`src/rtl/spi_mem_arbiter.sv`:
```
// spi_mem_arbiter: data-priority arbiter that sequences mode-0 SPI RAM frames for the fetch and load/store ports
module spi_mem_arbiter (
  input  logic        clk,
  input  logic        rst,
  input  logic        fetch_req,
  input  logic [15:0] fetch_addr,
  output logic [15:0] fetch_data,
  output logic        fetch_ready,
  input  logic        data_req,
  input  logic        data_we,
  input  logic [15:0] data_addr,
  input  logic [7:0]  data_wdata,
  output logic [7:0]  data_rdata,
  output logic        data_ready,
  output logic        busy,
  output logic        spi_cs,
  output logic        spi_sck,
  output logic        spi_mosi,
  input  logic        spi_miso
);
  typedef enum logic [1:0] {IDLE, SELECT, SHIFT, DONE} state_t;
  state_t state;
  logic gnt_data, gnt_we;
  logic [38:0] sr;
  logic [15:0] rx;
  logic [5:0] cnt;
  logic [39:0] frame;
  logic [5:0] last;
  always_comb frame = data_req ? {data_we ? 8'h02 : 8'h03, data_addr, data_we ? data_wdata : 8'h00, 8'h00}
                               : {8'h03, fetch_addr, 16'h0000};
  assign last = gnt_data ? 6'd31 : 6'd39;
  // mosi and miso both move on the edge that ends each sck-high phase
  always_ff @(posedge clk) begin
    if (rst) begin
      state <= IDLE;
      spi_cs <= 1'b1;
      spi_sck <= 1'b0;
      spi_mosi <= 1'b0;
      fetch_ready <= 1'b0;
      data_ready <= 1'b0;
      fetch_data <= '0;
      data_rdata <= '0;
      busy <= 1'b0;
      gnt_data <= 1'b0;
      gnt_we <= 1'b0;
      sr <= '0;
      rx <= '0;
      cnt <= '0;
    end else begin
      fetch_ready <= 1'b0;
      data_ready <= 1'b0;
      case (state)
        IDLE: if (data_req || fetch_req) begin
          state <= SELECT;
          gnt_data <= data_req;
          gnt_we <= data_req && data_we;
          sr <= frame[38:0];
          cnt <= '0;
          spi_cs <= 1'b0;
          spi_mosi <= frame[39];
          busy <= 1'b1;
        end
        SELECT: begin
          state <= SHIFT;
          spi_sck <= 1'b1;
        end
        SHIFT: if (spi_sck) begin
          spi_sck <= 1'b0;
          sr <= {sr[37:0], 1'b0};
          spi_mosi <= sr[38];
          rx <= {rx[14:0], spi_miso};
        end else if (cnt == last) begin
          state <= DONE;
          spi_cs <= 1'b1;
          spi_mosi <= 1'b0;
          fetch_ready <= !gnt_data;
          data_ready <= gnt_data;
          if (!gnt_data) fetch_data <= rx;
          if (gnt_data && !gnt_we) data_rdata <= rx[7:0];
        end else begin
          cnt <= cnt + 6'd1;
          spi_sck <= 1'b1;
        end
        DONE: begin
          state <= IDLE;
          busy <= 1'b0;
        end
      endcase
    end
  end
endmodule
```
`config.mk`:
```
export PLATFORM = sky130hd
export DESIGN_NAME = spi_mem_arbiter
export DESIGN_NICKNAME = d
export VERILOG_FILES = /design/src/rtl/spi_mem_arbiter.sv
export SDC_FILE = /design/constraint.sdc
export NUM_CORES = 1
export LEC_CHECK = 0
export CAP_MARGIN = 20
export CORE_UTILIZATION = 35
export DETAILED_ROUTE_END_ITERATION = 10
export PLACE_DENSITY = 0.56
export SLEW_MARGIN = 10
export SYNTH_ARGS = -nofsm -noshare
export SYNTH_HDL_FRONTEND = slang
export SYNTH_SLANG_ARGS = --single-unit
export TNS_END_PERCENT = 1
```
`constraint.sdc`:
```
create_clock -name clk -period 3.5 [get_ports clk]
set_input_delay 0.7 -clock clk [delete_from_list [all_inputs] [get_ports clk]]
set_output_delay 0.7 -clock clk [all_outputs]
set_load 0.1 [all_outputs]
```
After elaboration in Yosys (flattened, before gate mapping)
Index checks and enable logic that the tools add are counted.
Storage, ports and cells
  word-level logic and storage cells: 77
  register bits after elaboration: 95
  output and inout port bits: 30
  input port bits: 46
Operators by class
  bitwise logic cells: 4
  mux-type cells: 28
  eq/ne operators: 10
  add/subtract/negate cells: 1
  reduce and logical (&&, ||, !) cells: 20
Operators with widths (count)
  $mux 39: 2
  $pmux 39 s2: 1
  $mux 33: 1
  $mux 6: 4
  $reduce_and 4->1: 4
  $pmux 6 s2: 1
  $mux 1: 10
  $ne 2x2->1 const B: 5
  $reduce_and 3->1: 3
  $mux 8: 1
  $pmux 1 s2: 4
  $pmux 2 s4: 1
  $add 6x1->6 const B: 1
  $eq 6x6->1: 1
  $mux 2: 3
  $reduce_and 2->1: 3
  $reduce_bool 2->1: 3
  $eq 2x2->1 const B: 2
  $not 1->1: 4
  $reduce_or 4->1: 1
  $ne 3x3->1 const B: 1
  $eq 2x1->1 const B: 1
  $logic_and 1x1->1: 2
  $logic_not 1->1: 2
  2 further kinds: 2

Logic depth before layout (Yosys ltp)
  word-level depth: 5
  depth in mapped cells: 9
  mapped depth without buffers: 7

Least setup slack after synthesis
Ideal clock, no wire load.
  path type: register -> register
  from: reg spi_sck
  to: reg sr[33]
  path slack: 1128 ps
  buffers on the path: 1
  setup time: 65 ps
  arrival time: 2307 ps
  stages on the path, launching flop included: 6
  data required time: 3435 ps
  clock period less this slack: 2372 ps
  path through: dfxtp_1 > nand2_1 > a21oi_1 > clkbuf_1 > o32ai_1 > nor2_1
Between the ends
  cells in the longest elaborated chain, start to end: 2
Ends and longest elaborated chain
  start, declared: line 17  | output logic spi_sck,
  start signal, assigned: line 37  | spi_sck <= 1'b0;
  start signal, assigned: line 65  | spi_sck <= 1'b1;
  start signal, assigned: line 68  | spi_sck <= 1'b0;
  $ne 2x2->1 (no source line)
  $reduce_and 3->1 (no source line)
  end signal, assigned: line 57  | sr <= frame[38:0];
  end signal, assigned: line 69  | sr <= {sr[37:0], 1'b0};
  end, declared: line 24  | logic [38:0] sr;
Every way passes these cells.
A chain may end at the register's enable or synchronous reset.

Worst setup path after layout
  from: reg fetch_data[4]
  to: out fetch_data[4]
RTL lines
  start, declared: line 7  | output logic [15:0] fetch_data,
  start signal, assigned: line 78  | if (!gnt_data) fetch_data <= rx;
No word-level cell between the ends.

==> reports/results.tsv <==
stage	metric	value	unit
status	status	complete, no violations	
yosys	sequential area share after synthesis	0.4723	
route	drc violations	0	
sta	setup TNS	0	ns
die	Die Ht	104.6	µm
global_routing	Tot GR Track Use	0.1572	
yosys	EDFF count, synth	0	
sta	slew at the pin with the worst max-slew slack	0.9987	ns
sta	Final setup violation count	0	
die	die width	104.6	µm
clocking	CTS Buffer Depth	2	
layout	layout cell share with drive strength beyond 1	0.05905	
yosys	syn_area_per_cell	8.051	µm²
flow_run	Max Cap Violations	0	
critical_path	worst-path fanout max	2	
clocking	hold buffers post-CTS	0	
clocking	clk sinks	87	
layout	synth-to-layout area growth	28.91	%
yosys	Syn Inst Count	458	
placement	Port Buffers	75	
pwr	P_leak	1.648	nW
yosys	Synth Net Count	509	
clocking	post-CTS setup buffers	0	
critical_path	Critical Path AT	1.86	ns
critical_path	Critical Path RT	2.80	ns
die	die area	10950	µm²
route	WL final	8154	µm
clocking	CTS tree	yes	
sta	Max Clk Rate	389.9	MHz
critical_path	Largest delay share family, worst path	buffers and inverters	
die	initial core utilization	0.3588	
route	Detailed Route Iter0 Violations	117	
route	post-route ant nets	0	
clocking	clk_lat worst skew	0.36	ns
clocking	CTS Buf Count	9	
yosys	Post-synth top flop	dfxtp_1	
critical_path	Worst path slowest cell	clkdlybuf4s50_1	
critical_path	Crit Reg-Reg Startpoint	state[0]	
pwr	overall power consumption	0.002849	W
sta	crit path time final	2.565	ns
clocking	Root Driver	clkbuf_8	
critical_path	worst setup path class	reg2out	
global_routing	initial antenna violation count	0	
worst_hold_path	hold path startpoint	sr[32]	
clocking	# resized after CTS	0	
layout	Layout Nets	571	
critical_path	crit path from	fetch_data[4]	
global_routing	GRT Residual Overflow	0	
yosys	Yosys cell types	40	
route	DR vias	3236	
yosys	Syn. warnings	0	
critical_path	Setup crit end kind	primary output	
pwr	Pwr Density	599.5	nW/µm²
critical_path	crit-path cells	clkdlybuf4s50_1	
yosys	asr flop ratio synth	0	
global_routing	largest net degree at the start of global routing	60	
yosys	Mapped Area	3687	µm²
placement	worst slack at placement	0.7237	ns
die	Top Ports	76	
clocking	htree depth	3	
route	via/cell ratio	4.896	
sta	slew margin rel.	0.3306	
route	Detailed Routing Iterations Pass 1	6	
placement	GPL Wtd Cong	0.7612	
clocking	Clock Pin Slew Worst Setup and Hold Paths	0.09	ns
route	Routed wire per std cell	12.34	µm
sta	RSZ-0062 raised after global routing	false	
critical_path	slowest cell delay on critical path	1.14	ns
global_routing	first-pass GRT wire length	14090	µm
worst_hold_path	class of the worst hold path	reg2reg	
pwr	worst vdd ir	0.2460	mV
critical_path	nature of the critical path startpoint	flop	
global_routing	vias in the first global route	3044	
die	core area	10280	µm²
sta	period utilization	0.7328	
sta	Hold Vio Cnt, Final	0	
sta	Slew Viols, Final	0	
sta	PnR worst setup slack	0.9354	ns
placement	dpl hpwl	5571	µm
critical_path	Bufs and invs on worst path	1	
die	row cnt	37	
sta	skew final	0.01055	ns
yosys	post-synthesis register bit count	87	
layout	# diodes	0	
-- state kept, by name (all words and copies together) (netlist names) --
register,cells
spi_cs,1
data_ready,1
gnt_we,1
fetch_ready,1
busy,1
state,2
fetch_data,16
spi_mosi,1
sr,31
cnt,6
data_rdata,8
rx,16
gnt_data,1
spi_sck,1
-- logic make-up (layout without fill, tap and decap cells) --
kind of cell | Yosys count | after routing | synth area share
mux | 25 | 25 | 0.06787
flops | 87 | 87 | 0.4723
fa+ha+maj | 5 | 5 | 0.01697
compound gates | 106 | 106 | 0.1639
buf+inv | 35 | 102 | 0.03699
simple gates | 198 | 198 | 0.2372
xor+xnor | 2 | 2 | 0.004751
-- layer usage --
layer / part of all wire / GRT usage / routed length (µm) / vias up
met1: 0.49 / 0.2043 / 4027 / 1483
met5: 0 / 0 / 0 / -
li1: - / - / - / 1679
met3: 0.034 / 0.02870 / 275 / 9
met4: 0.013 / 0.06338 / 110 / 0
met2: 0.46 / 0.2569 / 3739 / 65
-- path summary, 6_finish.rpt --
kind                   endpoint  slack, ns  cells past startpoint
setup / recovery  fetch_data[4]       0.94                      1
hold / removal           sr[32]       0.46                      2
setup reg to reg  fetch_data[0]       0.95                      7
hold reg to reg          sr[32]       0.46                      2
-- layout by cell type (no fill, tap or decap), types with 2 or more instances in the layout --
master	instances
a32oi_1	2
o32ai_1	2
inv_1	5
a22oi_1	6
a211oi_1	7
nor3_1	9
mux2i_1	25
clkinvlp_4	2
dfxtp_1	87
ha_1	5
or3_1	4
nor2b_1	2
nand3_1	5
inv_6	2
xor2_1	2
nand2_1	123
nor2_1	33
a21oi_1	58
o21ai_0	21
nor3b_1	8
nand2b_1	5
buf_4	6
clkdlybuf4s50_1	73
clkbuf_8	9
-- final cells by class --
cell class,instances,area (µm²)
multi-input cells,336,1817
inverters,5,18.77
well taps,136,170.2
flip-flops and latches,87,1742
clock buffers,9,123.9
clock inverters,7,90.09
fillers,1073,5524
repair buffers,81,792.0
-- synth_stat cells, drive strengths merged (2+ instances only) --
master | n | area [µm²]
a32oi | 2 | 17.52
xor2 | 2 | 17.52
mux2i | 25 | 250.2
a22oi | 6 | 45.04
nor3 | 10 | 55.05
nand2b | 5 | 31.28
nor2 | 33 | 123.9
nor3b | 8 | 60.06
inv | 5 | 18.77
o32ai | 2 | 17.52
nand2 | 123 | 461.7
o211ai | 2 | 20.02
clkbuf | 22 | 82.58
dfxtp | 87 | 1742
nor4 | 2 | 27.53
o21ai | 22 | 110.1
ha | 5 | 62.56
nand3 | 5 | 25.02
buf | 8 | 35.03
or3 | 4 | 25.02
a211oi | 7 | 52.55
a21oi | 59 | 295.3
nor2b | 2 | 12.51
-- power by group --
| group | switching (W) | total [W] | leakage, nW | internal, W |
|---|---|---|---|---|
| Clock | 0.000396 | 0.000742 | 0.101 | 0.000346 |
| Combinational | 0.000575 | 0.000881 | 0.840 | 0.000307 |
| Sequential | 0.0000905 | 0.00123 | 0.707 | 0.00114 |
| Total | 0.00106 | 0.00285 | 1.65 | 0.00179 |
-- through the flow --
stage / cell area, µm² / hold slack [ns] / utilization / std cells
floorplan: 3687 / 0.4312 / - / 458
global placement: 4528 / 0.4412 / 0.4406 / 644
detailed placement: 4539 / 0.4496 / 0.4417 / 645
CTS: 4753 / 0.4625 / 0.4625 / 661
global route: 4753 / 0.4871 / 0.4625 / 661
finish: 4753 / 0.4571 / 0.4625 / 661
Power figures use the tool's default switching activity.
